[src/rtl/register_tree_cycled.sv]
// Max-priority queue held in registers as an implicit binary heap; root (maximum) always on o_data.
// Latency: flags update on the operation edge; root valid <=2 cycles after dequeue/replace, <=1+clog2(QUEUE_SIZE) after enqueue.
// Backpressure: none; enqueue while full / dequeue while empty are dropped. Optional checks: REGISTER_TREE_CYCLED_ASSERT_EN.
module register_tree_cycled #(
    parameter logic ENQ_ENA    = 1'b1,
    parameter int   QUEUE_SIZE = 15,
    parameter int   DATA_WIDTH = 16
) (
    input  logic                  i_CLK,
    input  logic                  i_RSTn,
    input  logic                  i_wrt,
    input  logic                  i_read,
    input  logic [DATA_WIDTH-1:0] i_data,
    output logic                  o_full,
    output logic                  o_empty,
    output logic [DATA_WIDTH-1:0] o_data
);

    localparam int SW = $clog2(QUEUE_SIZE + 1);
    localparam int IW = (QUEUE_SIZE > 1) ? $clog2(QUEUE_SIZE) : 1;

    typedef logic [IW-1:0] idx_t;

    // Slot contents after the operation, before this cycle's compare-swap
    logic [QUEUE_SIZE-1:0][DATA_WIDTH-1:0] op_queue;
    logic [QUEUE_SIZE-1:0][DATA_WIDTH-1:0] next_queue;
    logic [QUEUE_SIZE-1:0][DATA_WIDTH-1:0] queue;
    logic [SW-1:0]                         size;
    logic [SW-1:0]                         next_size;
    logic                                  phase_q;
    logic                                  phase_d;
    logic                                  full;
    logic                                  empty;

    // Level parity of heap node idx: level = floor(log2(idx+1))
    function automatic logic odd_level(input int idx);
        int lvl;
        lvl = 0;
        for (int b = 1; b < 32; b++) begin
            if (((idx + 1) >> b) != 0) begin
                lvl = b;
            end
        end
        return lvl[0];
    endfunction

    assign full    = (size == SW'(QUEUE_SIZE));
    assign empty   = (size == '0);
    assign o_full  = full;
    assign o_empty = empty;
    assign o_data  = queue[0];

    // Apply the requested operation to the registered slots
    always_comb begin
        op_queue  = queue;
        next_size = size;
        if (i_wrt && i_read) begin
            // Replace overwrites the root; on an empty queue this is an insert at slot 0
            op_queue[0] = i_data;
            if (empty) begin
                next_size = SW'(1);
            end
        end else if (i_wrt) begin
            if (ENQ_ENA && !full) begin
                for (int k = 0; k < QUEUE_SIZE; k++) begin
                    if (k == int'(size)) begin
                        op_queue[idx_t'(k)] = i_data;
                    end
                end
                next_size = size + SW'(1);
            end
        end else if (i_read) begin
            if (!empty) begin
                // Last leaf moves to the root and its slot returns to padding;
                // with one element the root itself ends up cleared
                for (int k = 0; k < QUEUE_SIZE; k++) begin
                    if (k == int'(size) - 1) begin
                        op_queue[0]         = queue[idx_t'(k)];
                        op_queue[idx_t'(k)] = '0;
                    end
                end
                next_size = size - SW'(1);
            end
        end
    end

    // Compare-swap every parent on the active level parity; pairs never overlap within a phase
    always_comb begin
        idx_t pidx;
        idx_t lidx;
        idx_t ridx;
        idx_t big;
        next_queue = op_queue;
        pidx       = '0;
        lidx       = '0;
        ridx       = '0;
        big        = '0;
        for (int p = 0; p < QUEUE_SIZE / 2; p++) begin
            if (odd_level(p) == phase_q) begin
                pidx = idx_t'(p);
                lidx = idx_t'(2 * p + 1);
                ridx = (2 * p + 2 < QUEUE_SIZE) ? idx_t'(2 * p + 2) : lidx;
                big  = (op_queue[ridx] > op_queue[lidx]) ? ridx : lidx;
                if (op_queue[big] > op_queue[pidx]) begin
                    next_queue[pidx] = op_queue[big];
                    next_queue[big]  = op_queue[pidx];
                end
            end
        end
    end

    // Phase alternates every cycle between even-level and odd-level parents
    always_comb begin
        phase_d = ~phase_q;
    end

    // State registers
    always_ff @(posedge i_CLK or negedge i_RSTn) begin
        if (!i_RSTn) begin
            queue   <= '0;
            size    <= '0;
            phase_q <= 1'b0;
        end else begin
            queue   <= next_queue;
            size    <= next_size;
            phase_q <= phase_d;
        end
    end

`ifdef REGISTER_TREE_CYCLED_ASSERT_EN
    // Simulation-only protocol and padding-invariant checks
    always @(posedge i_CLK) begin
        if (i_RSTn) begin
            if (i_wrt && !i_read && full) begin
                $error("register_tree_cycled: enqueue while full");
            end
            if (i_read && !i_wrt && empty) begin
                $error("register_tree_cycled: dequeue while empty");
            end
            if (i_wrt && !i_read && !ENQ_ENA) begin
                $warning("register_tree_cycled: standalone enqueue ignored (enqueue disabled)");
            end
            for (int k = 0; k < QUEUE_SIZE; k++) begin
                if ((k >= int'(size)) && (queue[idx_t'(k)] != '0)) begin
                    $error("register_tree_cycled: unoccupied slot %0d is nonzero", k);
                end
            end
        end
    end
`endif

endmodule

[config.mk]
export PLATFORM = sky130hd
export DESIGN_NAME = register_tree_cycled
export DESIGN_NICKNAME = d
export VERILOG_FILES = /design/src/rtl/register_tree_cycled.sv
export SDC_FILE = /design/constraint.sdc
export NUM_CORES = 1
export LEC_CHECK = 0
export ABC_AREA = 1
export CAP_MARGIN = 20
export CELL_PAD_IN_SITES_DETAIL_PLACEMENT = 1
export CELL_PAD_IN_SITES_GLOBAL_PLACEMENT = 1
export CORE_AREA = 2 2 306 248
export DETAILED_ROUTE_END_ITERATION = 12
export DIE_AREA = 0 0 308 250
export PLACE_DENSITY_LB_ADDON = 0.2
export RECOVER_POWER = 50
export SLEW_MARGIN = 20
export SYNTH_ARGS = -nofsm -noshare
export SYNTH_HDL_FRONTEND = slang
export SYNTH_SLANG_ARGS = --single-unit
[constraint.sdc]
create_clock -name i_CLK -period 7.15 [get_ports i_CLK]
set_input_delay 1.43 -clock i_CLK [delete_from_list [all_inputs] [get_ports i_CLK]]
set_output_delay 1.43 -clock i_CLK [all_outputs]
set_load 0.02 [all_outputs]
After elaboration in Yosys (flattened, before gate mapping)

Cells that the tools add are included.

Add/subtract/negate cells: 3
Magnitude comparators: 28
Equal/unequal tests: 32
Mux-type cells: 111
Bitwise gates (word level): 1
Reduce and logical (&&, ||, !) cells: 13

Operators by type and width:

| operator             | count |
|---|---|
| $mux W240            | 18 |
| $bwmux W240          | 7 |
| $mux W16             | 57 |
| $bmux W16 S4         | 7 |
| $demux W16 S4        | 7 |
| $gt A16 B16 Y1       | 14 |
| $mux W224            | 1 |
| $eq A5 B5 Y1 const A | 7 |
| $eq A4 B4 Y1 const A | 8 |
| $logic_not A32 Y1    | 1 |
| $mux W32             | 1 |
| $mux W4              | 7 |
| $eq A4 B5 Y1 const A | 4 |
| $lt A4 B5 Y1 const B | 4 |
| $eq A3 B4 Y1 const A | 4 |
| $ge A4 B1 Y1 const B | 4 |
| $eq A3 B5 Y1 const A | 2 |
| $lt A3 B5 Y1 const B | 2 |
| $eq A2 B4 Y1 const A | 2 |
| $logic_and A1 B1 Y1  | 8 |
| $logic_not A4 Y1     | 2 |
| $mux W2              | 4 |
| $ge A3 B1 Y1 const B | 2 |
| $mux W3              | 2 |
| other kinds (12)     | 13 |

Register bits: 245
Bits of input ports: 20
Output and inout port bits: 18
Word-level logic and storage cells: 205

Longest topological paths before layout

Depth after elaboration: 48
Mapped depth: 40
Gate-level depth less buffers: 38

Worst setup path before layout

No wires, ideal clock.

Path kind: input -> register
Start point: input port i_wrt
End point: register queue[33] in the netlist's numbering
Library setup time: 122 ps
Arrival: 6112 ps
Required time: 7028 ps
Path slack: 916 ps
Stages on the path: 31
Path buffers: 7
Cells stage by stage: buf_2 > inv_1 > buf_2 > buf_2 > buf_1 > clkbuf_1 > o21ai_0 > nand2_1 > inv_1 > ha_1 > a21oi_1 > nor2_1 > a211oi_1 > nor2_1 > a211o_1 > nand2_1 > clkbuf_1 > o21ai_0 > ha_1 > nand2_1 > inv_1 > nand3_1 > nor3_1 > nand2_1 > o2111ai_1 > nand2_1 > nor2_1 > inv_1 > clkbuf_1 > a21oi_1 > a21oi_1

RTL lines:

| element              | RTL line | text |
|---|---|---|
| start, declared      | 11       | `input logic i_wrt,` |
| end signal, assigned | 124      | `queue <= next_queue;` |
| end, declared        | 27       | `logic [QUEUE_SIZE-1:0][DATA_WIDTH-1:0] queue;` |

==> out/results.txt <==
#FFs+latches synth -> 245
Yosys Warn Count -> 0
First DRT Iteration DRCs -> 3,931
Antenna Nets Post-Route -> 0
Minimum clock period after layout -> 6.971 ns
DRC violations left -> 0
Synth Flop Type -> dfrtp_1
Most frequent cells in the layout -> nand2_1, o21ai_0, inv_1
Netlist cell types -> 49
CP startpoint kind -> primary input
CTS H-tree depth -> 2
Period utilization -> 97.49%
Fin nets -> 4,372
Clock Sinks -> 245
Async SR Flop Fraction -> 100.0%
Max Slew Vio Count -> 137
Critical Path RT -> 7.58 ns
Skew-Pair Late Insertion Delay -> 0.58 ns
DR vias -> 30.86k
Seq/Total Area, Yosys -> 25.33%
Root Driver -> clkbuf_16
I/O Pins -> 38
Hold_sp -> queue[238]$_DFF_PN0_
Placed Instances -> 5,052
Clk slew on worst S/H paths -> 0.06 ns
RSZ-0062 raised after global routing -> no
Placed cell areas -> 0.02854 mm²
Starting Density -> 32.57%
Die Area -> 0.07700 mm²
Mean Syn Cell Area -> 6.376 µm²
Vias in the first global route -> 29.24k
Fin. Hold Viols -> 0
First-pass GRT wire length -> 223,800 µm
Area grow syn2layout -> 23.22%
CTS max path bufs -> 3
CP Launch Point -> i_data[7]
Post-route cell area -> 0.02983 mm²
F_max -> 0.1435 GHz
Critical path arrival -> 7.40 ns
Row Count -> 90
Largest net degree at the start of global routing -> 112
Port bufs -> 37
Outcome -> finished with violations
Fin cells -> 5,124
# Max-Cap Violations -> 2
Die extent in y -> 250 µm
EDFF count, synth -> 0
Routed wire length -> 161,500 µm
GPL Wtd Cong -> 1.040
CTS tree -> built
1st-pass router iterations -> 6
CP Class -> primary input to flop
Violated checks -> capacitance limit, slew limit
Cells after synthesis -> 3,797
Slew @ Worst Pin -> 4.483 ns
Share of layout cells above drive strength 1 -> 14.75%
Worst hold path class -> flop to flop
Commonest non-fill, non-tap cell in the layout -> nand2_1
Gr usage total -> 41.08%
CTS Buf Count -> 35
Worst R2R Start -> size[0]$_DFFE_PN0P_
Wire length per cell after detailed routing -> 31.53 µm
Post-CTS Hold Buffers -> 0
Syn Std Cell Area -> 0.02421 mm²
Post-DR vias/cell -> 6.022
Clk_skew -> 0.03552 ns
Gr ovfl total -> 0
Initial antenna violation count -> 15
Slew headroom -> -198.9%
Syn_nets -> 4,044
Die Wd -> 308 µm
Final setup violating endpoints -> 0
Hold Worst Slack -> 0.6661 ns
Worst-path maximum fanout -> 31
Crit end category -> flop
HPWL Detailed -> 131,000 µm
CORE AREA -> 0.07432 mm²
Setup TNS -> 0 ns
-- critical path: stages --
cell and delay, ns:
clkdlybuf4s50_1 0.71, o21ai_1 0.73, buf_4 0.34, o22ai_1 0.11
nand2_1 0.21, ha_1 0.31, a21oi_1 0.15, o221ai_1 0.13
nand2_1 0.08, o2111ai_1 0.09, nand2_1 0.23, clkinvlp_2 0.31
o21ai_0 0.75, ha_1 0.39, nand4_1 0.12, o221ai_1 0.12
nand2_1 0.07, nand2_1 0.05, nand3_1 0.15, clkinv_1 0.18
nand2_1 0.21, buf_12 0.21, o21ai_0 0.10, a21oi_1 0.14
nor2_1 0.06
-- flip-flops by register name (all words and copies together), names as in the netlist --
register / flops
queue: 224
o_data: 16
size: 4
phase_q: 1
-- Yosys cell counts, types with 33 or more instances --
master	n	area (µm²)
nand3_1	80	400.4
inv_1	504	1892
nor3_1	37	185.2
nand2_1	936	3513
nor2_1	237	889.6
o22ai_1	140	875.8
ha_1	226	2828
a21oi_1	316	1582
o21ai_0	544	2723
dfrtp_1	245	6131
buf_2	33	165.2
clkbuf_1	126	473.0
o21ai_1	70	350.3
-- repair_timing --
| item | in CTS | in global routing |
|---|---|---|
| buffers inserted | 0 | 1 |
| endpoints found under the setup margin | 0 | 136 |
| resized for setup | 0 | 16 |
-- cell families (layout without fill, tap and decap cells) --
family,count (synthesis),in the layout,share of synthesized area (%)
other cells,0,9,0
compound gates,1218,1218,27.84
fa+ha+maj,227,227,11.76
buf+inv,742,1094,12.06
xor+xnor,2,2,0.07237
simple gates,1349,1349,22.35
flops,245,245,25.33
mux,14,14,0.5789
-- cell type report --
| type | instances | area (µm²) |
|---|---|---|
| flip-flops and latches | 245 | 6131 |
| repair buffers | 496 | 4005 |
| fillers | 9662 | 44490 |
| clock inverters | 7 | 112.6 |
| multi-input cells | 2810 | 15210 |
| inverters | 536 | 2021 |
| diodes | 9 | 22.52 |
| repair inverters | 1 | 5.005 |
| well taps | 966 | 1209 |
| clock buffers | 54 | 1110 |
-- routing by layer --
metal,global-route usage [%],share of wire [%]
met1,61.38,45
met2,56.24,39
met3,10.22,12
met4,14.27,3.9
met5,0,0.049
-- through the flow --
step | util, % | setup WS (ns)
4_1_cts | 40.05 | 0.1002
3_5_place_dp | 38.40 | -0.4442
3_3_place_gp | 38.40 | -0.3106
6_report | 40.13 | 0.1794
2_1_floorplan | - | 0.9159
5_1_grt | 40.10 | 0.1805
-- worst paths after layout --
kind	slack [ns]	cells past startpoint	to
max	0.18	25	queue[82]$_DFF_PN0_
min	0.67	2	queue[238]$_DFF_PN0_
max reg2reg	0.48	29	queue[82]$_DFF_PN0_
min reg2reg	0.67	2	queue[238]$_DFF_PN0_
max in group asynchronous	0.97	2	queue[153]$_DFF_PN0_
min in group asynchronous	2.43	1	queue[216]$_DFF_PN0_
Power is left out: the tool's default activity adds up to more than one toggle a clock period on the data nets, which glitch-free logic cannot reach.
